$ cat config.mk
export PLATFORM = sky130hd
export DESIGN_NAME = memory_arbiter_flat
export DESIGN_NICKNAME = d
export VERILOG_FILES = /design/src/rtl/memory_arbiter_if.sv /design/src/rtl/memory_arbiter.sv /design/src/flat_wrapper.sv
export SDC_FILE = /design/constraint.sdc
export NUM_CORES = 1
export LEC_CHECK = 0
export CAP_MARGIN = 40
export CORE_ASPECT_RATIO = 0.6
export CORE_MARGIN = 10
export CORE_UTILIZATION = 41
export DETAILED_ROUTE_END_ITERATION = 8
export PLACE_DENSITY = 0.91
export SETUP_SLACK_MARGIN = 0.15
export SLEW_MARGIN = 20
export SYNTH_ARGS = -nofsm -noshare
export SYNTH_HDL_FRONTEND = slang
export SYNTH_SLANG_ARGS = --single-unit
$ cat constraint.sdc
create_clock -name CLK -period 1.95 [get_ports CLK]
set_input_delay 0.39 -clock CLK [delete_from_list [all_inputs] [get_ports CLK]]
set_output_delay 0.39 -clock CLK [all_outputs]
set_load 0.05 [all_outputs]
$ cat src/rtl/memory_arbiter_if.sv
// -----------------------------------------------------------------------------
// memory_arbiter_if
//   Groups the fetch port, data port and RAM port signals of the unified-memory
//   arbiter. The arbiter binds to the "slave" modport. The surrounding
//   datapath/RAM environment binds to the "master" modport.
//
//   Fetch port : iREN, iaddr        -> ihit, iload
//   Data port  : dREN, dWEN, daddr, dstore -> dhit, dload
//   RAM port   : ramload, ram_ready -> ramREN, ramWEN, ramaddr, ramstore
//   Status     : err (access aborted by timeout)
// -----------------------------------------------------------------------------
interface memory_arbiter_if;

   // fetch port
   logic        iREN;
   logic [31:0] iaddr;
   logic        ihit;
   logic [31:0] iload;

   // data port
   logic        dREN;
   logic        dWEN;
   logic [31:0] daddr;
   logic [31:0] dstore;
   logic        dhit;
   logic [31:0] dload;

   // RAM port
   logic        ramREN;
   logic        ramWEN;
   logic [31:0] ramaddr;
   logic [31:0] ramstore;
   logic [31:0] ramload;
   logic        ram_ready;

   // status
   logic        err;

   // arbiter side
   modport slave (
      input  iREN, iaddr, dREN, dWEN, daddr, dstore, ramload, ram_ready,
      output ihit, iload, dhit, dload, ramREN, ramWEN, ramaddr, ramstore, err
   );

   // requester / RAM side
   modport master (
      output iREN, iaddr, dREN, dWEN, daddr, dstore, ramload, ram_ready,
      input  ihit, iload, dhit, dload, ramREN, ramWEN, ramaddr, ramstore, err
   );

endinterface

$ cat src/rtl/memory_arbiter.sv
// -----------------------------------------------------------------------------
// memory_arbiter
//   Shares one single-port unified RAM between the instruction-fetch port and
//   the data port of the pipelined CPU. One access is outstanding at a time.
//   Data requests win by default. A streak counter limits how many data grants
//   may be issued in a row while a fetch is waiting, so fetch always makes
//   forward progress. An access that never sees ram_ready is aborted after
//   TIMEOUT cycles and reported on err.
//
//   Parameters
//     MAX_DSTREAK : consecutive data grants allowed while a fetch waits (>=1)
//     TIMEOUT     : cycles in an access state without ram_ready before abort (>=2)
//
//   Ports
//     CLK : system clock, all state updates on the rising edge
//     RST : synchronous reset, active-high
//     bus : memory_arbiter_if.slave
//           requests in  : iREN/iaddr, dREN/dWEN/daddr/dstore
//           completion out: ihit/iload, dhit/dload (hit pulses one cycle)
//           RAM out      : ramREN, ramWEN, ramaddr, ramstore (all registered)
//           RAM in       : ramload, ram_ready
//           err out      : one-cycle pulse when an access times out
//
//   Timing: a request seen in IDLE in cycle 0 drives the RAM strobe in
//   cycle 1. ram_ready in cycle k gives the hit pulse in cycle k+1. The next
//   grant is evaluated in that hit cycle.
// -----------------------------------------------------------------------------
module memory_arbiter #(
   parameter int unsigned MAX_DSTREAK = 4,
   parameter int unsigned TIMEOUT     = 64
) (
   input  logic             CLK,
   input  logic             RST,
   memory_arbiter_if.slave  bus
);

   localparam int unsigned SW = $clog2(MAX_DSTREAK + 1);
   localparam int unsigned TW = $clog2(TIMEOUT);

   localparam logic [SW-1:0] STREAK_MAX = SW'(MAX_DSTREAK);
   localparam logic [TW-1:0] TMO_LAST   = TW'(TIMEOUT - 1);

   typedef enum logic [1:0] {
      IDLE = 2'd0,
      IACC = 2'd1,
      DACC = 2'd2
   } state_t;

   state_t         state_q;
   logic           op_write_q;   // latched data op: 1 = write, 0 = read
   logic [SW-1:0]  streak_q;     // data grants issued while a fetch was waiting
   logic [TW-1:0]  tmo_q;        // cycles spent in the current access state

   logic           ihit_q;
   logic           dhit_q;
   logic           err_q;
   logic [31:0]    iload_q;
   logic [31:0]    dload_q;
   logic           ram_ren_q;
   logic           ram_wen_q;
   logic [31:0]    ram_addr_q;
   logic [31:0]    ram_store_q;

   // Grant decision. It is only acted on in IDLE. Once the streak limit is
   // reached with a fetch pending, the data request is held off for one
   // fetch.
   logic dreq;
   logic grant_d;

   assign dreq    = bus.dREN | bus.dWEN;
   assign grant_d = dreq && ((streak_q < STREAK_MAX) || !bus.iREN);

   // NOTE: all state uses non-blocking assignments so every register samples
   // the pre-edge values, which avoids order-dependent simulation races.
   always_ff @(posedge CLK) begin
      if (RST) begin
         // NOTE: the load/address/data registers are reset along with the
         // control state because they are visible outputs and must read as
         // zero after reset.
         state_q     <= IDLE;
         op_write_q  <= 1'b0;
         streak_q    <= '0;
         tmo_q       <= '0;
         ihit_q      <= 1'b0;
         dhit_q      <= 1'b0;
         err_q       <= 1'b0;
         iload_q     <= '0;
         dload_q     <= '0;
         ram_ren_q   <= 1'b0;
         ram_wen_q   <= 1'b0;
         ram_addr_q  <= '0;
         ram_store_q <= '0;
      end else begin
         // status outputs are single-cycle pulses
         ihit_q <= 1'b0;
         dhit_q <= 1'b0;
         err_q  <= 1'b0;

         unique case (state_q)
            IDLE: begin
               if (grant_d) begin
                  state_q     <= DACC;
                  op_write_q  <= bus.dWEN;      // dREN & dWEN together is a write
                  ram_addr_q  <= bus.daddr;
                  ram_store_q <= bus.dstore;
                  ram_ren_q   <= ~bus.dWEN;
                  ram_wen_q   <= bus.dWEN;
                  tmo_q       <= '0;
                  if (bus.iREN) begin
                     if (streak_q != STREAK_MAX) begin
                        streak_q <= streak_q + 1'b1;
                     end
                  end else begin
                     streak_q <= '0;
                  end
               end else if (bus.iREN) begin
                  state_q    <= IACC;
                  ram_addr_q <= bus.iaddr;
                  ram_ren_q  <= 1'b1;
                  ram_wen_q  <= 1'b0;
                  tmo_q      <= '0;
                  streak_q   <= '0;
               end else begin
                  streak_q <= '0;
               end
            end

            IACC, DACC: begin
               if (bus.ram_ready) begin
                  state_q   <= IDLE;
                  ram_ren_q <= 1'b0;
                  ram_wen_q <= 1'b0;
                  if (state_q == IACC) begin
                     ihit_q  <= 1'b1;
                     iload_q <= bus.ramload;
                  end else begin
                     dhit_q <= 1'b1;
                     if (!op_write_q) begin
                        dload_q <= bus.ramload;
                     end
                  end
               end else if (tmo_q == TMO_LAST) begin
                  // Abort: no hit, and the load registers keep their values.
                  state_q   <= IDLE;
                  ram_ren_q <= 1'b0;
                  ram_wen_q <= 1'b0;
                  err_q     <= 1'b1;
               end else begin
                  tmo_q <= tmo_q + 1'b1;
               end
            end

            default: begin
               state_q   <= IDLE;
               ram_ren_q <= 1'b0;
               ram_wen_q <= 1'b0;
            end
         endcase
      end
   end

   assign bus.ihit     = ihit_q;
   assign bus.dhit     = dhit_q;
   assign bus.err      = err_q;
   assign bus.iload    = iload_q;
   assign bus.dload    = dload_q;
   assign bus.ramREN   = ram_ren_q;
   assign bus.ramWEN   = ram_wen_q;
   assign bus.ramaddr  = ram_addr_q;
   assign bus.ramstore = ram_store_q;

endmodule

$ cat src/flat_wrapper.sv
// flat-port wrapper written by rule: the top's interface ports become plain ports
module memory_arbiter_flat 
#(
   parameter int unsigned MAX_DSTREAK = 4,
   parameter int unsigned TIMEOUT     = 64
)
  (CLK, RST, bus_iREN, bus_iaddr, bus_dREN, bus_dWEN, bus_daddr, bus_dstore, bus_ramload, bus_ram_ready, bus_ihit, bus_iload, bus_dhit, bus_dload, bus_ramREN, bus_ramWEN, bus_ramaddr, bus_ramstore, bus_err);
  memory_arbiter_if bus_i ();
  input  logic CLK;
  input  logic RST;
  input wire logic [$bits(bus_i.iREN)-1:0] bus_iREN;
  input wire logic [$bits(bus_i.iaddr)-1:0] bus_iaddr;
  input wire logic [$bits(bus_i.dREN)-1:0] bus_dREN;
  input wire logic [$bits(bus_i.dWEN)-1:0] bus_dWEN;
  input wire logic [$bits(bus_i.daddr)-1:0] bus_daddr;
  input wire logic [$bits(bus_i.dstore)-1:0] bus_dstore;
  input wire logic [$bits(bus_i.ramload)-1:0] bus_ramload;
  input wire logic [$bits(bus_i.ram_ready)-1:0] bus_ram_ready;
  output wire logic [$bits(bus_i.ihit)-1:0] bus_ihit;
  output wire logic [$bits(bus_i.iload)-1:0] bus_iload;
  output wire logic [$bits(bus_i.dhit)-1:0] bus_dhit;
  output wire logic [$bits(bus_i.dload)-1:0] bus_dload;
  output wire logic [$bits(bus_i.ramREN)-1:0] bus_ramREN;
  output wire logic [$bits(bus_i.ramWEN)-1:0] bus_ramWEN;
  output wire logic [$bits(bus_i.ramaddr)-1:0] bus_ramaddr;
  output wire logic [$bits(bus_i.ramstore)-1:0] bus_ramstore;
  output wire logic [$bits(bus_i.err)-1:0] bus_err;
  assign bus_i.iREN = bus_iREN;
  assign bus_i.iaddr = bus_iaddr;
  assign bus_i.dREN = bus_dREN;
  assign bus_i.dWEN = bus_dWEN;
  assign bus_i.daddr = bus_daddr;
  assign bus_i.dstore = bus_dstore;
  assign bus_i.ramload = bus_ramload;
  assign bus_i.ram_ready = bus_ram_ready;
  assign bus_ihit = bus_i.ihit;
  assign bus_iload = bus_i.iload;
  assign bus_dhit = bus_i.dhit;
  assign bus_dload = bus_i.dload;
  assign bus_ramREN = bus_i.ramREN;
  assign bus_ramWEN = bus_i.ramWEN;
  assign bus_ramaddr = bus_i.ramaddr;
  assign bus_ramstore = bus_i.ramstore;
  assign bus_err = bus_i.err;
  memory_arbiter #(.MAX_DSTREAK(MAX_DSTREAK), .TIMEOUT(TIMEOUT)) u_core (.CLK(CLK), .RST(RST), .bus(bus_i));
endmodule
== Yosys cells after proc, flatten, opt, wreduce, memory -nomap -nowiden ==
Index checks and enable logic that the tools add are counted.

* Register bits after elaboration: 145
* Input port bits: 134
* Output and inout bits: 133

* Add/sub/neg operators: 2
* Order comparisons: 1
* Eq/ne operators: 9
* Multiplexer cells: 26
* Bitwise operators: 6
* Reductions and logical operators: 16

{| class="wikitable"
|+ Operators with widths
! operator !! number
|-
| $mux 32 || 2
|-
| $mux 6 || 4
|-
| $pmux 6 s2 || 1
|-
| $mux 1 || 9
|-
| $mux 3 || 3
|-
| $mux 2 || 4
|-
| $reduce_and 2->1 || 4
|-
| $reduce_and 4->1 || 2
|-
| $add 6x1->6 const B || 1
|-
| $eq 6x6->1 const B || 1
|-
| $ne 3x2->1 const B || 2
|-
| $ne 3x3->1 const B || 2
|-
| $reduce_or 3->1 || 2
|-
| $not 1->1 || 5
|-
| $ne 2x2->1 const B || 2
|-
| $pmux 1 s2 || 2
|-
| $pmux 2 s2 || 1
|-
| $reduce_bool 2->1 || 2
|-
| $add 3x1->3 const B || 1
|-
| $lt 3x3->1 const B || 1
|-
| $reduce_and 3->1 || 1
|-
| $eq 2x1->1 const B || 1
|-
| $eq 2x2->1 const B || 1
|-
| $logic_not 2->1 || 1
|-
| 5 further kinds || 5
|}

== Depth between registers and ports, before layout ==
Gate-level depths: netlist of the first run.

* Depth in word-level cells: 5
* Mapped depth: 8

== Worst setup path after synthesis of the first run ==
No wires, ideal clock.

* Kind: flip-flop to flip-flop
* From: register u_core.state_q[0]
* To: register u_core.dload_q[24] (netlist: u_core.bus.dload[24])
* Library setup time: 132 ps
* Data arrival time: 1518 ps
* Data required time: 1818 ps
* Slack: 300 ps
* Cell stages (with the launch flop): 9
* Path buffers: 2
* Period minus slack after synthesis: 1650 ps
* Cell sequence: dfxtp_1 inv_1 ha_1 nand2_1 or3_1 clkbuf_1 clkbuf_1 nand2_1 a21oi_1

* Cells in the longest elaborated chain, start to end: 3
* Elaborated cells between the ends (all ways): 5

{| class="wikitable"
|+ Ends and longest elaborated chain
! element !! RTL line !! RTL
|-
| start, declared || memory_arbiter.sv:49 || <nowiki>state_t state_q;</nowiki>
|-
| start signal, assigned || memory_arbiter.sv:80 || <nowiki>state_q <= IDLE;</nowiki>
|-
| start signal, assigned || memory_arbiter.sv:102 || <nowiki>state_q <= DACC;</nowiki>
|-
| start signal, assigned || memory_arbiter.sv:117 || <nowiki>state_q <= IACC;</nowiki>
|-
| $eq 2x2->1 or $eq 2x1->1 (tied branches) || memory_arbiter.sv:99, memory_arbiter.sv:133 ||
|-
| $reduce_or 2->1 or $not 1->1 (tied branches) || n/a ||
|-
| $reduce_and 4->1 (no source line) (*) || n/a ||
|-
| end signal, assigned || memory_arbiter.sv:139 || <nowiki>dload_q <= bus.ramload;</nowiki>
|-
| end, declared || memory_arbiter.sv:58 || <nowiki>logic [31:0] dload_q;</nowiki>
|}

Mark *: on every way between the ends. The rest lies on a longest branch, timed or not.
A chain may end at the register's enable or synchronous reset.

== Final worst setup path of the first run ==
* From: register u_core.ram_addr_q[26] (netlist: u_core.bus.ramaddr[26])
* To: output port bus_ramaddr[26]

{| class="wikitable"
|+ RTL lines
! element !! RTL line !! RTL
|-
| start, declared || memory_arbiter.sv:61 || <nowiki>logic [31:0] ram_addr_q;</nowiki>
|-
| start signal, assigned || memory_arbiter.sv:104 || <nowiki>ram_addr_q <= bus.daddr;</nowiki>
|-
| start signal, assigned || memory_arbiter.sv:118 || <nowiki>ram_addr_q <= bus.iaddr;</nowiki>
|-
| end, declared || flat_wrapper.sv:25 || <nowiki>output wire logic [$bits(bus_i.ramaddr)-1:0] bus_ramaddr;</nowiki>
|}

No word-level cell between the ends.

==> results of run 1 <==
## worst max-delay path by stage
stage | depth (start not counted) | end | slack [ns]
after global routing | 5 | u_core.bus.ramaddr[11] | 0.21
after global placement | 5 | u_core.tmo_q[2] | -0.04
after detailed placement | 6 | u_core.bus.ramaddr[29] | -0.18
after floorplan | 8 | u_core.bus.dload[24] | 0.30
after CTS | 6 | u_core.tmo_q[4] | 0.21
final | 1 | bus_ramaddr[26] | 0.27
## report_power, final
group	total (mW)	switching [mW]	internal (mW)
logic	2.14	1.38	0.759
clock network	3.23	1.29	1.95
registers	3.28	0.104	3.18
total	8.65	2.77	5.89
## per-stage QoR
| stage | instances | worst slack (ns) | utilization | instance area [µm²] |
|---|---|---|---|---|
| final | 1154 | 0.266 | 0.664 | 8990 |
| after floorplan | 711 | 0.300 | - | 5610 |
| after global routing | 1154 | 0.206 | 0.664 | 8990 |
| after global placement | 1122 | -0.0427 | 0.628 | 8500 |
| after CTS | 1154 | 0.212 | 0.663 | 8980 |
| after detailed placement | 1122 | -0.179 | 0.628 | 8500 |
## final cells by class
cell class	instances	area [µm²]
fillers	1157	4550
flip-flops and latches	145	2900
repair buffers	295	2800
multi-input cells	499	2440
clock buffers	19	443
well taps	175	219
clock inverters	13	153
inverters	8	30.0
## synth_stat cells, drive strengths merged (5+ instances only)
| cell | number |
|---|---|
| nand2 | 235 |
| dfxtp | 145 |
| a21oi | 107 |
| nand3 | 41 |
| nor2 | 38 |
| a311oi | 32 |
| clkbuf | 30 |
| buf | 29 |
| inv | 8 |
| o21ai | 6 |
| ha | 5 |
## cell families after synthesis
group / share of synthesized area
DFF: 0.517
muxes: 0.00178
buffers and inverters: 0.0519
adders and majority gates: 0.0111
AOI/OAI and AO/OA: 0.174
and+or+nand+nor: 0.244
## registers in the layout, summed over array words and instances (netlist names)
register,count
u_core.bus.dhit,1
u_core.bus.ihit,1
u_core.bus.iload,32
u_core.bus.ramaddr,32
u_core.tmo_q,6
u_core.bus.ramWEN,1
u_core.bus.ramREN,1
u_core.bus.ramstore,32
u_core.bus.dload,32
u_core.op_write_q,1
u_core.bus.err,1
u_core.streak_q,3
u_core.state_q,2
## routing by layer
layer  up-vias  GRT usage  wire length, µm
met1      2820      0.253             8570
li1       2914          -                -
met2       204      0.319             9250
met3        16     0.0733             1820
met5         -          0                0
met4         0     0.0485              202
## worst register-to-register path, cell delays in order (launching register included)
cell and delay [ns]:
dfxtp_1 0.35, inv_1 0.08, ha_4 0.16, nor4b_2 0.15, buf_4 0.17, a211o_1 0.27
or3_1 0.31, a21oi_1 0.13
## timing repair
item,in CTS,in global routing
resized for setup,97,3
endpoints found under the setup margin,99,21
cloned,0,0
==> impl_metrics.xml, run 1 <==
<?xml version="1.0" encoding="UTF-8"?>
<metrics>
  <group name="yosys">
    <metric name="mappedNetlistNets" unit="">850</metric>
    <metric name="synth.lib_cells_used.distinct" unit="">37</metric>
    <metric name="synth.area.top_cells" unit="">dfxtp_1 (52%), nand2_1 (16%), a21oi_1 (9.5%)</metric>
    <metric name="ys_seq_elements" unit="">145</metric>
    <metric name="yosysSeqAreaShare" unit="">0.517</metric>
    <metric name="cell_type_with_the_largest_total_area_after_synthesis" unit="">dfxtp_1</metric>
    <metric name="ys_dominant_reg_cell" unit="">dfxtp_1</metric>
    <metric name="postSynthAreaPerCell" unit="µm²">7.90</metric>
    <metric name="ys_async_sr_fraction" unit="">0</metric>
    <metric name="netlist_instances" unit="">711</metric>
    <metric name="yosys_warnings" unit="">0</metric>
    <metric name="synth_edf_count" unit="">0</metric>
    <metric name="syn_area" unit="µm²">5610</metric>
    <metric name="area_share_of_the_leading_cell_type_in_the_synthesized_netlist" unit="">0.517</metric>
  </group>
  <group name="sta">
    <metric name="tightestPinTransition" unit="ns">0.534</metric>
    <metric name="setup_total_negative_slack" unit="ns">0</metric>
    <metric name="timing.final.setup_violations" unit="">0</metric>
    <metric name="fin_clk_skew" unit="ns">0.0125</metric>
    <metric name="timing.final.max_slew_violations" unit="">0</metric>
    <metric name="whs" unit="ns">0.449</metric>
    <metric name="hold_viol_final" unit="">0</metric>
    <metric name="final_period_minus_worst_setup_slack" unit="ns">1.68</metric>
    <metric name="maxSlewHeadroom" unit="">0.645</metric>
    <metric name="final_min_period_over_clock_period" unit="">0.864</metric>
    <metric name="fmax" unit="MHz">594</metric>
    <metric name="grt_setup_unrepaired" unit="">false</metric>
  </group>
  <group name="critical_path">
    <metric name="crit_arrival" unit="ns">1.29</metric>
    <metric name="worst_path_max_fanout" unit="">2</metric>
    <metric name="path_cells" unit="">dlygate4sd2_1</metric>
    <metric name="regToRegEndpoint" unit="">u_core.tmo_q[4]</metric>
    <metric name="reg2regPathDepth" unit="">7</metric>
    <metric name="crit_path_start" unit="">u_core.bus.ramaddr[26]</metric>
    <metric name="cp.required" unit="ns">1.56</metric>
    <metric name="worst_path_max_delay_cell" unit="">dlygate4sd2_1</metric>
    <metric name="r2r_start" unit="">u_core.state_q[0]</metric>
    <metric name="timing.critical_path.buf_inv" unit="">1</metric>
    <metric name="timing.critical_path.slowest_cell_delay" unit="ns">0.56</metric>
    <metric name="setup.reg_to_reg.worst_slack" unit="ns">0.27</metric>
    <metric name="worstSetupEndpointType" unit="">primary output</metric>
    <metric name="timing.setup.critical_path_class" unit="">reg2out</metric>
    <metric name="path_delay_family" unit="">buffers and inverters</metric>
    <metric name="cp-start-kind" unit="">flop</metric>
  </group>
  <group name="final_layout">
    <metric name="antenna_cells_inserted" unit="">0</metric>
    <metric name="post_route_cells_drive_above_1_share" unit="">0.109</metric>
    <metric name="layout.cells.most_common" unit="">nand2_1</metric>
    <metric name="area_growth_syn_to_layout" unit="%">60.2</metric>
    <metric name="layout.nets" unit="">1105</metric>
    <metric name="most-common-layout-cells" unit="">nand2_1 (233), dfxtp_1 (145), clkdlybuf4s50_1 (132)</metric>
  </group>
  <group name="floorplanning">
    <metric name="placementRows" unit="">33</metric>
    <metric name="core_region_area" unit="µm²">13500</metric>
    <metric name="design.portCount" unit="">267</metric>
    <metric name="fp.dieArea" unit="µm²">18900</metric>
    <metric name="die_height" unit="µm">111</metric>
    <metric name="start_util" unit="">0.415</metric>
    <metric name="die_width" unit="µm">171</metric>
  </group>
  <group name="global_route">
    <metric name="grt_max_degree" unit="">49</metric>
    <metric name="track_usage" unit="">0.201</metric>
    <metric name="grt_antenna_before_repair" unit="">0</metric>
    <metric name="grt_first_pass_wirelength" unit="µm">31300</metric>
    <metric name="global_route.overflow_total" unit="">0</metric>
    <metric name="number_of_global_route_vias_before_repair" unit="">5817</metric>
  </group>
  <group name="power_and_ir_drop">
    <metric name="p_total" unit="mW">8.65</metric>
    <metric name="power_density_over_the_cells" unit="nW/µm²">962</metric>
    <metric name="power_leakage" unit="nW">3.86</metric>
    <metric name="vdd_drop_max" unit="µV">544</metric>
  </group>
  <group name="detailed_routing">
    <metric name="drt_first_iter_violations" unit="">442</metric>
    <metric name="postRouteWirelength" unit="µm">19800</metric>
    <metric name="count_of_unresolved_drc_violations_after_routing" unit="">0</metric>
    <metric name="num_vias" unit="">5954</metric>
    <metric name="detail_route.first_pass.iterations" unit="">5</metric>
    <metric name="avgViaCountPerCell" unit="">5.16</metric>
    <metric name="drt-wirelength-per-cell" unit="µm">17.2</metric>
    <metric name="antenna_left" unit="">0</metric>
  </group>
  <group name="placed_design">
    <metric name="place_hpwl" unit="µm">15100</metric>
    <metric name="routabilityCongestion" unit="">0.858</metric>
    <metric name="numPortBuffers" unit="">266</metric>
  </group>
  <group name="hold_path">
    <metric name="hp-class" unit="">reg2reg</metric>
    <metric name="hold_path_depth" unit="">2</metric>
    <metric name="holdCritStartpoint" unit="">u_core.bus.ramstore[12]</metric>
    <metric name="min_delay_endpoint" unit="">u_core.bus.ramstore[12]</metric>
  </group>
  <group name="clocking">
    <metric name="cts_max_path_buffers" unit="">2</metric>
    <metric name="cts_tree" unit="">done</metric>
    <metric name="ctsHoldBuffers" unit="">0</metric>
    <metric name="clkTransAtPathRegs" unit="ns">0.06</metric>
    <metric name="clkLatencyLatePin" unit="ns">0.40</metric>
    <metric name="clock_tree.root_cell" unit="">clkbuf_16</metric>
    <metric name="cts_sinks" unit="">145</metric>
    <metric name="htreeDepth" unit="">4</metric>
    <metric name="postCtsSetupBuffers" unit="">0</metric>
    <metric name="cts_inserted_buffers" unit="">17</metric>
  </group>
  <group name="status">
    <metric name="outcome" unit="">complete, no violations</metric>
  </group>
  <group name="flow_run">
    <metric name="cap_viol_max_count" unit="">0</metric>
  </group>
</metrics>
No activity file was read; power rests on OpenSTA's default activity.
==> inputs of run 2 (changes only) <==
--- a/config.mk
+++ b/config.mk
@@ -10,6 +10,7 @@
 export CORE_MARGIN = 10
 export CORE_UTILIZATION = 41
 export DETAILED_ROUTE_END_ITERATION = 8
+export MAX_ROUTING_LAYER = met4
 export PLACE_DENSITY = 0.91
 export SETUP_SLACK_MARGIN = 0.15
 export SLEW_MARGIN = 20
==> impl_metrics.xml, run 2 (synthesis gave the netlist of run 1 again) <==
<?xml version="1.0" encoding="UTF-8"?>
<metrics>
  <group name="global_route">
    <metric name="global_route.overflow_total" unit="">0</metric>
    <metric name="grt_antenna_before_repair" unit="">0</metric>
    <metric name="grt_max_degree" unit="">49</metric>
    <metric name="track_usage" unit="">0.207</metric>
    <metric name="grt_first_pass_wirelength" unit="µm">31200</metric>
    <metric name="number_of_global_route_vias_before_repair" unit="">5843</metric>
  </group>
  <group name="placed_design">
    <metric name="numPortBuffers" unit="">266</metric>
    <metric name="routabilityCongestion" unit="">0.871</metric>
    <metric name="placed_cells_incl_taps" unit="">1122</metric>
    <metric name="place_hpwl" unit="µm">15100</metric>
  </group>
  <group name="power_and_ir_drop">
    <metric name="power_leakage" unit="nW">3.86</metric>
    <metric name="p_total" unit="mW">8.65</metric>
    <metric name="power_density_over_the_cells" unit="nW/µm²">962</metric>
    <metric name="vdd_drop_max" unit="µV">545</metric>
  </group>
  <group name="critical_path">
    <metric name="cp-start-kind" unit="">flop</metric>
    <metric name="timing.critical_path.buf_inv" unit="">1</metric>
    <metric name="path_cells" unit="">dlygate4sd2_1</metric>
    <metric name="cp.required" unit="ns">1.56</metric>
    <metric name="crit_arrival" unit="ns">1.29</metric>
    <metric name="worst_path_max_fanout" unit="">2</metric>
    <metric name="timing.critical_path.slowest_cell_delay" unit="ns">0.56</metric>
    <metric name="worstSetupEndpointType" unit="">primary output</metric>
    <metric name="path_delay_family" unit="">buffers and inverters</metric>
    <metric name="timing.setup.critical_path_class" unit="">reg2out</metric>
    <metric name="worst_path_max_delay_cell" unit="">dlygate4sd2_1</metric>
  </group>
  <group name="floorplanning">
    <metric name="design.portCount" unit="">267</metric>
    <metric name="start_util" unit="">0.415</metric>
    <metric name="die_height" unit="µm">111</metric>
    <metric name="die_width" unit="µm">171</metric>
    <metric name="placementRows" unit="">33</metric>
    <metric name="fp.dieArea" unit="µm²">18900</metric>
    <metric name="core_region_area" unit="µm²">13500</metric>
  </group>
  <group name="sta">
    <metric name="grt_setup_unrepaired" unit="">false</metric>
    <metric name="fmax" unit="MHz">595</metric>
    <metric name="final_min_period_over_clock_period" unit="">0.862</metric>
    <metric name="timing.final.max_slew_violations" unit="">0</metric>
    <metric name="hold_viol_final" unit="">0</metric>
    <metric name="timing.final.setup_violations" unit="">0</metric>
    <metric name="maxSlewHeadroom" unit="">0.646</metric>
    <metric name="tightestPinTransition" unit="ns">0.534</metric>
    <metric name="fin_clk_skew" unit="ns">0.0116</metric>
    <metric name="whs" unit="ns">0.449</metric>
    <metric name="final_period_minus_worst_setup_slack" unit="ns">1.68</metric>
  </group>
  <group name="clocking">
    <metric name="cts_sinks" unit="">145</metric>
    <metric name="clkTransAtPathRegs" unit="ns">0.06</metric>
    <metric name="cts_max_path_buffers" unit="">2</metric>
    <metric name="clkLatencyLatePin" unit="ns">0.40</metric>
    <metric name="cts_inserted_buffers" unit="">17</metric>
    <metric name="postCtsSetupBuffers" unit="">0</metric>
    <metric name="clock_tree.root_cell" unit="">clkbuf_16</metric>
    <metric name="cts_tree" unit="">done</metric>
    <metric name="htreeDepth" unit="">4</metric>
  </group>
  <group name="final_layout">
    <metric name="area_growth_syn_to_layout" unit="%">60.2</metric>
    <metric name="layout.area.seq" unit="µm²">2900</metric>
    <metric name="multi_input_gate_area" unit="µm²">2440</metric>
    <metric name="utilization" unit="">0.664</metric>
    <metric name="post_route_cells_drive_above_1_share" unit="">0.109</metric>
    <metric name="most-common-layout-cells" unit="">nand2_1 (233), dfxtp_1 (145), clkdlybuf4s50_1 (132)</metric>
    <metric name="num-fill-cells" unit="">1157</metric>
    <metric name="layout.nets" unit="">1105</metric>
    <metric name="antenna_cells_inserted" unit="">0</metric>
    <metric name="finish.cell_count_without_fillers" unit="">1154</metric>
    <metric name="layout.cells.most_common" unit="">nand2_1</metric>
  </group>
  <group name="detailed_routing">
    <metric name="drt-wirelength-per-cell" unit="µm">17.2</metric>
    <metric name="wl_met3" unit="µm">1670</metric>
    <metric name="avgViaCountPerCell" unit="">5.16</metric>
    <metric name="m1WireLength" unit="µm">8740</metric>
    <metric name="count_of_unresolved_drc_violations_after_routing" unit="">0</metric>
    <metric name="detail_route.first_pass.iterations" unit="">5</metric>
    <metric name="num_vias" unit="">5954</metric>
    <metric name="drt_first_iter_violations" unit="">441</metric>
    <metric name="antenna_left" unit="">0</metric>
    <metric name="postRouteWirelength" unit="µm">19900</metric>
    <metric name="maxUsedRoutingLayer" unit="">met4</metric>
    <metric name="route.met2.wl" unit="µm">9250</metric>
  </group>
  <group name="hold_path">
    <metric name="hp-class" unit="">in2reg</metric>
  </group>
  <group name="flow_run">
    <metric name="cap_viol_max_count" unit="">0</metric>
  </group>
  <group name="status">
    <metric name="outcome" unit="">complete, no violations</metric>
  </group>
</metrics>
[run 2: cell counts in the layout (fill, tap and decap cells not counted)]
No cell type changed its count.
[run 2: area by class of cell]
| type | count | area share |
|---|---|---|
| timing repair buffer | 295 | 0.312 |
| tap | 175 | 0.0243 |
| multi-input combinational | 499 | 0.272 |
| sequential | 145 | 0.323 |
| clock buffer | 19 | 0.0492 |
| clock inverter | 13 | 0.0170 |
| inverter | 8 | 0.00334 |
[run 2: repair_timing]
| item | in CTS | in global routing |
|---|---|---|
| gates resized for setup | 97 | 3 |
| setup endpoints to repair | 99 | 21 |
| hold buffers | 0 | 0 |
[run 2: path summary, 6_finish.rpt]
check | from | end | slack, ns | cells after the start
max | u_core.bus.ramaddr[26] | bus_ramaddr[26] | 0.27 | 1
min | RST | u_core.bus.ramstore[27] | 0.45 | 2
max reg2reg | u_core.state_q[0] | u_core.tmo_q[4] | 0.27 | 7
min reg2reg | u_core.bus.iload[9] | u_core.bus.iload[9] | 0.45 | 2
[run 2: stage by stage]
| stage | setup TNS, ns | cell area (µm²) | setup WS [ns] |
|---|---|---|---|
| 2_1_floorplan | 0 | 5610 | 0.300 |
| 4_1_cts | 0 | 8980 | 0.212 |
| 6_report | 0 | 8990 | 0.270 |
| 5_1_grt | 0 | 8990 | 0.206 |
| 3_5_place_dp | -6.08 | 8500 | -0.179 |
| 3_3_place_gp | -0.719 | 8500 | -0.0427 |
[run 2: routing by layer]
metal | vias up | track usage
li1 | 2913 | -
met1 | 2800 | 0.259
met2 | 225 | 0.319
met3 | 16 | 0.0651
met4 | 0 | 0.0485
met5 | - | -
[run 2: report_power, final]
group	switching, mW	total, mW	leakage, nW	internal [mW]
Combinational	1.38	2.13	2.39	0.759
Sequential	0.104	3.28	1.19	3.18
Clock	1.29	3.23	0.280	1.95
Total	2.76	8.65	3.86	5.89
